`config.mk`:
```
export PLATFORM = sky130hd
export DESIGN_NAME = sid_write_sched
export DESIGN_NICKNAME = d
export VERILOG_FILES = /design/src/rtl/sid_write_sched.sv
export SDC_FILE = /design/constraint.sdc
export NUM_CORES = 1
export LEC_CHECK = 0
export ABC_AREA = 1
export CORE_MARGIN = 4
export CORE_UTILIZATION = 48
export DETAILED_ROUTE_END_ITERATION = 8
export HOLD_SLACK_MARGIN = 0.12
export MAX_ROUTING_LAYER = met4
export PLACE_DENSITY = 0.8
export SLEW_MARGIN = 20
export SYNTH_ARGS = -nofsm -noshare
export SYNTH_HDL_FRONTEND = slang
export SYNTH_SLANG_ARGS = --single-unit
```
`constraint.sdc`:
```
create_clock -name clk -period 6.1 [get_ports clk]
set_input_delay 1.22 -clock clk [delete_from_list [all_inputs] [get_ports clk]]
set_output_delay 1.22 -clock clk [all_outputs]
set_load 0.02 [all_outputs]
```
`src/rtl/sid_write_sched.sv`:
```
// SID register-write scheduler: host address/data parser, write FIFO and clk_en-aligned issue FSM.
// Optional boot sequence compiled in with `define SID_INIT_ROM_EN.
module sid_write_sched #(
  parameter int FIFO_DEPTH = 4,
  parameter int HOLD_TICKS = 1
) (
  input  logic       clk,
  input  logic       rst,
  input  logic       clk_en,
  input  logic [7:0] host_tdata,
  input  logic       host_tvalid,
  output logic       host_tready,
  output logic [4:0] sid_addr,
  output logic [7:0] sid_data,
  output logic       sid_n_cs,
  output logic       busy,
  output logic       init_done,
  output logic       addr_err
);

  localparam int AW = (FIFO_DEPTH > 1) ? $clog2(FIFO_DEPTH) : 1;
  localparam int CW = AW + 1;

  typedef enum logic {P_ADDR, P_DATA} parse_t;
  typedef enum logic [1:0] {S_IDLE, S_ACTIVE, S_GAP} issue_t;

  parse_t      parse_state, parse_next;
  issue_t      issue_state, issue_next;

  logic [12:0] fifo_mem [FIFO_DEPTH];
  logic [AW-1:0] wr_ptr, rd_ptr;
  logic [CW-1:0] fifo_cnt, fifo_cnt_next;
  logic        fifo_full, fifo_empty;
  logic        push, pop;
  logic [12:0] push_entry;

  logic        host_accept, host_push, latch_addr, bad_addr;
  logic [4:0]  pend_addr;

  logic [3:0]  hold_cnt, hold_next;
  logic        n_cs_next;
  logic [4:0]  addr_next;
  logic [7:0]  data_next;

  assign fifo_full   = (fifo_cnt == CW'(FIFO_DEPTH));
  assign fifo_empty  = (fifo_cnt == '0);
  assign host_tready = init_done && !rst && (parse_state == P_ADDR || !fifo_full);
  assign host_accept = host_tvalid && host_tready;
  assign host_push   = host_accept && (parse_state == P_DATA);

`ifdef SID_INIT_ROM_EN
  logic [3:0] boot_idx;
  logic [2:0] boot_done_cnt;
  logic       boot_push;
  logic       write_done;
  logic [12:0] boot_entry;

  always_comb begin
    boot_entry = {5'h18, 8'h08};
    case (boot_idx[2:0])
      3'd0: boot_entry = {5'h18, 8'h08};
      3'd1: boot_entry = {5'h05, 8'hBE};
      3'd2: boot_entry = {5'h06, 8'hF8};
      3'd3: boot_entry = {5'h01, 8'h11};
      3'd4: boot_entry = {5'h00, 8'h25};
      3'd5: boot_entry = {5'h02, 8'h00};
      3'd6: boot_entry = {5'h03, 8'h08};
      3'd7: boot_entry = {5'h04, 8'h11};
      default: boot_entry = {5'h18, 8'h08};
    endcase
  end

  assign boot_push  = (boot_idx < 4'd8) && !fifo_full;
  assign write_done = (issue_state == S_ACTIVE) && clk_en && (hold_cnt == 4'd1);
  assign push       = boot_push || host_push;
  assign push_entry = boot_push ? boot_entry : {pend_addr, host_tdata};

  // Before init_done every completed write is a boot entry, so counting completions suffices.
  always_ff @(posedge clk) begin
    if (rst) begin
      boot_idx      <= '0;
      boot_done_cnt <= '0;
      init_done     <= 1'b0;
    end else begin
      if (boot_push)
        boot_idx <= boot_idx + 4'd1;
      if (write_done && !init_done) begin
        if (boot_done_cnt == 3'd7)
          init_done <= 1'b1;
        else
          boot_done_cnt <= boot_done_cnt + 3'd1;
      end
    end
  end
`else
  assign init_done  = 1'b1;
  assign push       = host_push;
  assign push_entry = {pend_addr, host_tdata};
`endif

  always_comb begin
    parse_next = parse_state;
    latch_addr = 1'b0;
    bad_addr   = 1'b0;
    if (host_accept) begin
      case (parse_state)
        P_ADDR: begin
          if (host_tdata > 8'h1F) begin
            bad_addr = 1'b1;
          end else begin
            latch_addr = 1'b1;
            parse_next = P_DATA;
          end
        end
        P_DATA:  parse_next = P_ADDR;
        default: parse_next = P_ADDR;
      endcase
    end
  end

  always_ff @(posedge clk) begin
    if (rst) begin
      parse_state <= P_ADDR;
      pend_addr   <= '0;
      addr_err    <= 1'b0;
    end else begin
      parse_state <= parse_next;
      addr_err    <= bad_addr;
      if (latch_addr)
        pend_addr <= host_tdata[4:0];
    end
  end

  always_comb begin
    fifo_cnt_next = fifo_cnt;
    case ({push, pop})
      2'b10:   fifo_cnt_next = fifo_cnt + CW'(1);
      2'b01:   fifo_cnt_next = fifo_cnt - CW'(1);
      default: fifo_cnt_next = fifo_cnt;
    endcase
  end

  always_ff @(posedge clk) begin
    if (push)
      fifo_mem[wr_ptr] <= push_entry;
  end

  always_ff @(posedge clk) begin
    if (rst) begin
      wr_ptr   <= '0;
      rd_ptr   <= '0;
      fifo_cnt <= '0;
    end else begin
      if (push)
        wr_ptr <= wr_ptr + AW'(1);
      if (pop)
        rd_ptr <= rd_ptr + AW'(1);
      fifo_cnt <= fifo_cnt_next;
    end
  end

  // Issue FSM: all SID bus outputs are computed here and registered below.
  always_comb begin
    issue_next = issue_state;
    hold_next  = hold_cnt;
    n_cs_next  = sid_n_cs;
    addr_next  = sid_addr;
    data_next  = sid_data;
    pop        = 1'b0;
    case (issue_state)
      S_IDLE: begin
        if (clk_en && !fifo_empty) begin
          pop        = 1'b1;
          addr_next  = fifo_mem[rd_ptr][12:8];
          data_next  = fifo_mem[rd_ptr][7:0];
          n_cs_next  = 1'b0;
          hold_next  = 4'(HOLD_TICKS);
          issue_next = S_ACTIVE;
        end
      end
      S_ACTIVE: begin
        if (clk_en) begin
          hold_next = hold_cnt - 4'd1;
          if (hold_cnt == 4'd1) begin
            n_cs_next  = 1'b1;
            issue_next = S_GAP;
          end
        end
      end
      S_GAP: begin
        if (clk_en)
          issue_next = S_IDLE;
      end
      default: issue_next = S_IDLE;
    endcase
  end

  always_ff @(posedge clk) begin
    if (rst) begin
      issue_state <= S_IDLE;
      hold_cnt    <= '0;
      sid_n_cs    <= 1'b1;
      sid_addr    <= '0;
      sid_data    <= '0;
      busy        <= 1'b0;
    end else begin
      issue_state <= issue_next;
      hold_cnt    <= hold_next;
      sid_n_cs    <= n_cs_next;
      sid_addr    <= addr_next;
      sid_data    <= data_next;
      busy        <= (fifo_cnt_next != '0) || (issue_next != S_IDLE);
    end
  end

endmodule

```
* Word-level counts from Yosys, hierarchy flattened
Memory sizes are Yosys's and may differ from the RTL's. A register that Yosys moved wholly into a read port is not among the register bits.
Cells that the tools add are included.
** Word-level totals
- Word-level logic and storage cells :: 68
- Memories :: 1
- Input bits :: 12
- Output and inout port bits :: 18
- Bits in registers :: 22
- Bits in writable memories :: 52
** Memory list
- fifo_mem :: words 4, bits a word 13, rd ports 1, clocked after Yosys merged registers in 1, wr ports 1, RTL line 30 : logic [12:0] fifo_mem [FIFO_DEPTH];
** Operators by class
- Add/sub/neg operators :: 5
- Muxes and demuxes :: 22
- Bitwise gates (word level) :: 2
- Eq/ne operators :: 9
- Reductions and logical operators :: 18
- $lt $le $gt $ge :: 1
** Operators by type and width (count)
- 1-bit two-way mux :: 11
- 8-bit by 5-bit > comparator with 1-bit output, second input constant :: 1
- 2-bit two-way mux :: 4
- 4-bit two-way mux :: 2
- 4-bit case mux with 2 select lines :: 1
- 2-bit inequality test, second input constant :: 3
- 2-bit case mux with 3 select lines :: 1
- 3-bit case mux with 2 select lines :: 1
- 2-bit by 1-bit adder with 2-bit output, second input constant :: 2
- 2-bit by 1-bit == test with 1-bit output, second input constant :: 2
- 2-bit == test, second input constant :: 2
- 4-bit by 1-bit == test with 1-bit output, second input constant :: 1
- 1-bit logical AND :: 4
- 1-bit case mux with 2 select lines :: 2
- 4-bit AND reduction :: 1
- 2-bit nonzero test :: 2
- 4-bit by 1-bit subtractor with 4-bit output, second input constant :: 1
- 3-bit by 1-bit adder with 3-bit output, second input constant :: 1
- 3-bit == test, second input constant :: 1
- 1-bit logical NOT :: 3
- 3-bit logical NOT :: 1
- 3-bit AND reduction :: 1
- 3-bit nonzero test :: 1
- 3-bit OR reduction :: 1
- other kinds (5) :: 7

* Longest topological paths before layout
Gate-level depths: netlist (run 1).
- Depth after elaboration :: 10
- Gate-level depth with buffers :: 15
- Gate-level depth less buffers :: 14

* Worst setup path after synthesis (run 1)
OpenSTA, ideal clock, no wires.
- Path type :: in2out
- Start :: input rst
- End :: output host_tready
- Buffers on the path :: 0
- Data arrival time :: 1.592 ns
- Setup slack :: 3.288 ns
- Cell stages on the path :: 1
- Data required time :: 4.880 ns
- Path through :: a31oi_1
** Between the ends
- Word-level cells in the longest chain between the ends :: 2
** Ends and longest elaborated chain
- start: declaration :: RTL line 8 : input logic rst,
- 1-bit logical NOT :: RTL line 47 : assign host_tready = init_done && !rst && (parse_state == P_ADDR || !fifo_full);
- 1-bit logical AND :: RTL line 47
- end: declaration :: RTL line 12 : output logic host_tready,
No other way between the ends.

* Worst setup path after layout (run 1)
Ends and elaborated chain as after synthesis.

==> impl_metrics.env, run 1 <==
export IMPL_status="completed"
export IMPL_ir_drop_mv=0.162
export IMPL_worst_setup_path_end_kind="output pin"
export IMPL_worstRegToRegCells=11
export IMPL_clkPwrFrac_pct=39.5
export IMPL_slew_limit_headroom_pct=29.5
export IMPL_switching_share_pct=20.7
export IMPL_dp_hpwl_mm=4.70
export IMPL_busiest_layer="met2"
export IMPL_synthFlopType="edfxtp_1"
export IMPL_r2r_slack_ns=3.71
export IMPL_postCtsSetupRepairBufs=0
export IMPL_grt_pass1_wl_mm=11.7
export IMPL_cts_root_buf="clkbuf_8"
export IMPL_cell_internal_pwr_mw=0.869
export IMPL_use_met3_pct=5.66
export IMPL_p_leak_nw=1.59
export IMPL_die_w_um=94.7
export IMPL_avgViaCountPerCell=5.02
export IMPL_drv_cap=0
export IMPL_cts_resized=0
export IMPL_min_delay_start="sid_n_cs$_SDFFE_PP1P_"
export IMPL_gp_congestion=0.838
export IMPL_worst_setup_path_start_kind="primary input"
export IMPL_clockBufferDepth=2
export IMPL_wl_mm=7.11
export IMPL_hold_viol_final=0
export IMPL_finalClockSkew_ns=0.00607
export IMPL_drtPass1Iterations=5
export IMPL_post_route_util_pct=56.6
export IMPL_post_route_period_util_pct=66.4
export IMPL_synth_edf_count=52
export IMPL_area_delta_synth_final_pct=14.4
export IMPL_drc=0
export IMPL_track_usage_pct=17.9
export IMPL_holdCritPathClass="reg2reg"
export IMPL_cts_buffers=9
export IMPL_path_cells="clkdlybuf4s50_1, a31oi_1, clkdlybuf4s50_1"
export IMPL_crit_top_cell="clkdlybuf4s50_1"
export IMPL_hold_depth=2
export IMPL_ys_seq_area_share_pct=62.7
export IMPL_tightestPinTransition_ns=1.06
export IMPL_clk_latency_ns=0.35
export IMPL_drt_wirelength_per_cell_um=14.4
export IMPL_r2r_end="busy$_SDFF_PP0_"
export IMPL_power_density_nw_per_um2=266
export IMPL_criticalPathCategory="in2out"
export IMPL_num_antenna_cells=0
export IMPL_synthesis_area_um2=3610
export IMPL_drive_gt1_share_pct=9.11
export IMPL_hold_end="sid_n_cs$_SDFFE_PP1P_"
export IMPL_syn_nets=386
export IMPL_initial_utilization_pct=49.5
export IMPL_met2_usage_pct=29.9
export IMPL_finalNonFillerCells=494
export IMPL_drtIter0Drc=146
export IMPL_slew_violations=0
export IMPL_switching_power_mw=0.227
export IMPL_finalSetupViolations=0
export IMPL_async_flop_share_pct=0
export IMPL_grt_pass1_vias=2437
export IMPL_dieArea_um2=8960
export IMPL_ys_warn_count=0
export IMPL_antenna_found_initial=0
export IMPL_ys_seq_elements=87
export IMPL_htreeDepth=3
export IMPL_pwr_share_comb_pct=3.4
export IMPL_avgSynthCellArea_um2=9.85
export IMPL_slowest_stage="clkdlybuf4s50_1"
export IMPL_holdBufCountCts=0
export IMPL_crit_arrival_ns=2.83
export IMPL_die_h_um=94.7
export IMPL_fin_crit_ns=4.05
export IMPL_clkTransAtPathRegs_ns=0.08
export IMPL_rsz0062_at_grt="no"
export IMPL_critPathMaxFanout=13
export IMPL_crit_required_ns=4.88
export IMPL_pin_count=30
export IMPL_grt_ovfl_total=0
export IMPL_synthCells=366
export IMPL_fp_row_count=31
export IMPL_num_vias=2479
export IMPL_cts_tree="done"
export IMPL_place_inst=478
export IMPL_fmax_ghz=0.247
export IMPL_portBuffers=28
export IMPL_core_um2=7290
export IMPL_rr_startpoint="issue_state[0]$_SDFF_PP0_"
export IMPL_nNetsFinal=410
export IMPL_ys_types=35
export IMPL_slowest_delay_ns=0.67
export IMPL_met1_usage_pct=20.8
export IMPL_drtAntennaViolNets=0
export IMPL_grt_max_degree=30
export IMPL_seqPwrFrac_pct=57.1
export IMPL_finalSetupTns_ns=0
export IMPL_cts_sinks=87
## sequential cells by signal (all words and copies together), names as in the netlist
signal	cells
addr_err	1
busy	1
fifo_cnt	3
fifo_mem	52
hold_cnt	4
issue_state	2
parse_state	1
pend_addr	5
rd_ptr	2
sid_addr	5
sid_data	8
sid_n_cs	1
wr_ptr	2
## worst max-delay path: cells and delay by family
family	cells	cell delay, ns
buf+inv	2	1.31
compound gates	1	0.30
## routing by layer
| metal | vias to the layer above | share of wire (%) |
|---|---|---|
| li1 | 1254 | - |
| met4 | 0 | 1.0 |
| met5 | - | 0 |
| met2 | 57 | 52 |
| met1 | 1158 | 42 |
| met3 | 10 | 5.4 |
## stage by stage
stage	hold WS, ns	power, mW	worst slack [ns]	cell area (um^2)
4_1_cts	0.490	1.11	2.05	4120
6_report	0.472	1.10	2.05	4130
3_5_place_dp	0.477	0.677	2.06	3900
5_1_grt	0.509	1.14	1.98	4130
2_1_floorplan	0.455	0.658	3.29	3610
3_3_place_gp	0.432	0.675	2.13	3900
## synth_stat cells, types with 2 or more instances
cell / count / area [um^2]
buf_6: 3 / 33.8
inv_1: 20 / 75.1
nor3_1: 2 / 10.0
dfxtp_1: 35 / 701
o21bai_1: 2 / 15.0
nor2_1: 109 / 409
nand2_1: 35 / 131
buf_1: 2 / 7.51
inv_2: 5 / 18.8
buf_2: 3 / 15.0
nand3_1: 9 / 45.0
buf_4: 5 / 37.5
o21ai_1: 17 / 85.1
edfxtp_1: 52 / 1560
ha_1: 7 / 87.6
nor2_2: 3 / 18.8
a21oi_1: 10 / 50.1
o21ai_0: 30 / 150
## layout by cell type (no fill, tap or decap), types with 5 or more instances in the layout
| cell type | synthesis | routed |
|---|---|---|
| clkbuf_8 | 0 | 9 |
| clkdlybuf4s50_1 | 0 | 28 |
| dfxtp_1 | 35 | 35 |
| o21ai_0 | 30 | 30 |
| inv_1 | 20 | 20 |
| nand2_1 | 35 | 35 |
| a21oi_1 | 10 | 10 |
| edfxtp_1 | 52 | 52 |
| nand3_1 | 9 | 9 |
| inv_2 | 5 | 5 |
| nor2_2 | 3 | 6 |
| nor2_1 | 109 | 106 |
| o21ai_1 | 17 | 17 |
| ha_1 | 7 | 7 |
## kinds of logic (layout without fill, tap and decap cells)
kind of cell | after synthesis | in the layout | synth area share (%)
AND/OR/NAND/NOR | 164 | 164 | 18.7
buffers and inverters | 42 | 71 | 6.04
adder cells (fa/ha/maj) | 8 | 8 | 2.98
other | 1 | 1 | 0.104
AO/OA/AOI/OAI | 63 | 63 | 9.23
flip-flops | 87 | 87 | 62.7
XOR/XNOR | 1 | 1 | 0.243
## worst max-delay path by stage
stage | cells after the start | start | to | slack, ns
final | 3 | rst | host_tready | 2.05
after global routing | 3 | rst | host_tready | 1.98
after CTS | 3 | rst | host_tready | 2.05
after detailed placement | 3 | rst | host_tready | 2.06
after global placement | 3 | rst | host_tready | 2.13
after floorplan | 1 | rst | host_tready | 3.29
## area by class of cell
class                      instances  area (um^2)
inverter                          26          100
multi-input combinational        237         1130
clock buffer                       9          124
timing repair buffer              29          288
clock inverter                     7         95.1
fill                             641         3170
tap                               99          124
sequential                        87         2260
## power by group through the flow
stage / Clock, mW / Sequential (mW) / Combinational, mW
final: 0.433 / 0.626 / 0.0373
after global routing: 0.471 / 0.627 / 0.0410
after CTS: 0.443 / 0.626 / 0.0375
after detailed placement: 0 / 0.640 / 0.0371
after global placement: 0 / 0.639 / 0.0358
after floorplan: 0 / 0.641 / 0.0174
Note: power is estimated with default switching activity, not from simulation.
==> run 2: changes to the inputs <==
Settings changed: PLACE_DENSITY 0.8 to 0.83.
Clock period 6.1 ns to 3.4 ns, I/O delays scaled along.
==> run 2 against run 1 <==
Sequential power grew 79%. Combinational power is 86% higher. Sequential share of layout area fell by 0.099 points. Hold slack worse by 0.022 ns. Register-to-register slack got worse by 2.5 ns. Final cell count increased by 1.4%. Flip-flop and latch count unchanged. Design area up 0.18%. Non-clock buffer count rose by 7. Critical endpoint unchanged. Highest routed layer unchanged.
==> impl_metrics.env, run 2 (synthesis gave the netlist of run 1 again) <==
export IMPL_status="completed"
export IMPL_hold_viol_final=0
export IMPL_pin_count=30
export IMPL_drtAntennaViolNets=0
export IMPL_routed_wl_met2_mm=3.64
export IMPL_finalClockSkew_ns=0.00347
export IMPL_top_register="fifo_mem"
export IMPL_holdBufCountCts=0
export IMPL_core_um2=7290
export IMPL_grt_pass1_vias=2649
export IMPL_grt_ovfl_total=0
export IMPL_multi_input_area_um2=1130
export IMPL_fp_row_count=31
export IMPL_postCtsSetupRepairBufs=0
export IMPL_drive_gt1_share_pct=8.96
export IMPL_clockBufferDepth=2
export IMPL_slew_violations=0
export IMPL_finalSetupTns_ns=0
export IMPL_layout_common_cells="nor2_1, edfxtp_1, nand2_1, dfxtp_1, o21ai_0"
export IMPL_drc=0
export IMPL_n_fill_cell=623
export IMPL_grt_pass1_wl_mm=12.0
export IMPL_avgViaCountPerCell=5.02
export IMPL_cts_buffers=9
export IMPL_fmax_ghz=0.362
export IMPL_crit_arrival_ns=2.08
export IMPL_ir_drop_mv=0.263
export IMPL_cts_tree="done"
export IMPL_track_usage_pct=18.5
export IMPL_fin_crit_ns=2.76
export IMPL_slowest_stage="clkdlybuf4s50_1"
export IMPL_crit_top_cell="clkdlybuf4s50_1"
export IMPL_num_antenna_cells=0
export IMPL_clk_latency_ns=0.35
export IMPL_wl_met1_mm=2.95
export IMPL_nNetsFinal=417
export IMPL_slowest_delay_ns=0.63
export IMPL_drt_wirelength_per_cell_um=14.2
export IMPL_portBuffers=28
export IMPL_worst_setup_path_end_kind="output pin"
export IMPL_dieArea_um2=8960
export IMPL_final_cell_area_um2=4130
export IMPL_post_route_util_pct=56.7
export IMPL_p_leak_nw=1.61
export IMPL_placed_cell_area_um2=3950
export IMPL_maxUsedRoutingLayer="met4"
export IMPL_cts_root_buf="clkbuf_8"
export IMPL_antenna_found_initial=0
export IMPL_largest_registers="fifo_mem (52), sid_data (8)"
export IMPL_layout_commonest_cell="nor2_1"
export IMPL_largest_register_ffs=52
export IMPL_grt_max_degree=30
export IMPL_initial_utilization_pct=49.5
export IMPL_worst_setup_path_start_kind="primary input"
export IMPL_die_w_um=94.7
export IMPL_tightestPinTransition_ns=0.675
export IMPL_critPathMaxFanout=7
export IMPL_htreeDepth=3
export IMPL_post_route_period_util_pct=81.2
export IMPL_dp_hpwl_mm=4.72
export IMPL_criticalPathCategory="in2out"
export IMPL_final_seq_area_um2=2260
export IMPL_finalSetupViolations=0
export IMPL_fin_hold_ws_ns=0.450
export IMPL_slew_limit_headroom_pct=54.9
export IMPL_num_vias=2517
export IMPL_drv_cap=0
export IMPL_clkTransAtPathRegs_ns=0.08
export IMPL_path_cells="clkdlybuf4s50_1, a31oi_1, clkdlybuf4s50_1"
export IMPL_drtPass1Iterations=4
export IMPL_area_delta_synth_final_pct=14.6
export IMPL_drtIter0Drc=161
export IMPL_rsz0062_at_grt="no"
export IMPL_die_h_um=94.7
export IMPL_critical_path_buf_inv_count=2
export IMPL_cts_sinks=87
export IMPL_power_density_nw_per_um2=450
export IMPL_cts_resized=0
export IMPL_holdCritPathClass="reg2reg"
export IMPL_gp_congestion=0.761
export IMPL_crit_family="buffers and inverters"
export IMPL_crit_required_ns=2.72
export IMPL_wl_mm=7.09
export IMPL_met3_length_um=429
==> run 2: cell count changes in the layout (fill, tap and decap cells not counted), sizes merged <==
cell,delta
clkinvlp,-2
clkinv,+2
bufinv,-1
clkbuf,+3
inv,-2
buf,+7
==> run 2: tightest hold or removal path: cells and delay by family, from the launching register on <==
family	cells	cell delay, ns
flops	1	0.32
simple gates	2	0.10
==> run 2: final cells by class <==
cell class / count / area share (%)
Clock buffer: 12 / 3.27
Clock inverter: 4 / 1.12
Inverter: 26 / 2.42
Multi-Input combinational cell: 237 / 27.2
Sequential cell: 87 / 54.7
Tap cell: 99 / 3.00
Timing Repair Buffer: 36 / 8.23
==> run 2: routing by layer <==
| metal | up-vias | GRT usage [%] |
|---|---|---|
| met2 | 74 | 31.0 |
| met5 | - | - |
| met1 | 1172 | 21.0 |
| met3 | 6 | 5.26 |
| li1 | 1265 | - |
| met4 | 0 | 7.21 |
==> run 2: through the flow <==
stage          instances  setup WS [ns]  power (mW)
5_1_grt              501          0.610        1.94
3_5_place_dp         485          0.465        1.22
6_report             501          0.639        1.86
2_1_floorplan        366           1.25        1.18
3_3_place_gp         485          0.596        1.21
4_1_cts              501          0.645        1.88
==> run 2: final timing paths <==
path | to | from | cells past startpoint | slack (ns)
max | host_tready | rst | 3 | 0.64
min reg2reg | sid_n_cs$_SDFFE_PP1P_ | sid_n_cs$_SDFFE_PP1P_ | 2 | 0.45
min | sid_n_cs$_SDFFE_PP1P_ | sid_n_cs$_SDFFE_PP1P_ | 2 | 0.45
max reg2reg | busy$_SDFF_PP0_ | issue_state[0]$_SDFF_PP0_ | 11 | 1.22
==> run 2: report_power, final <==
group | leakage, nW | switching, mW | internal [mW]
clock | 0.0880 | 0.333 | 0.337
sequential | 0.757 | 0.00459 | 1.12
combinational | 0.768 | 0.0402 | 0.0289
total | 1.61 | 0.378 | 1.48
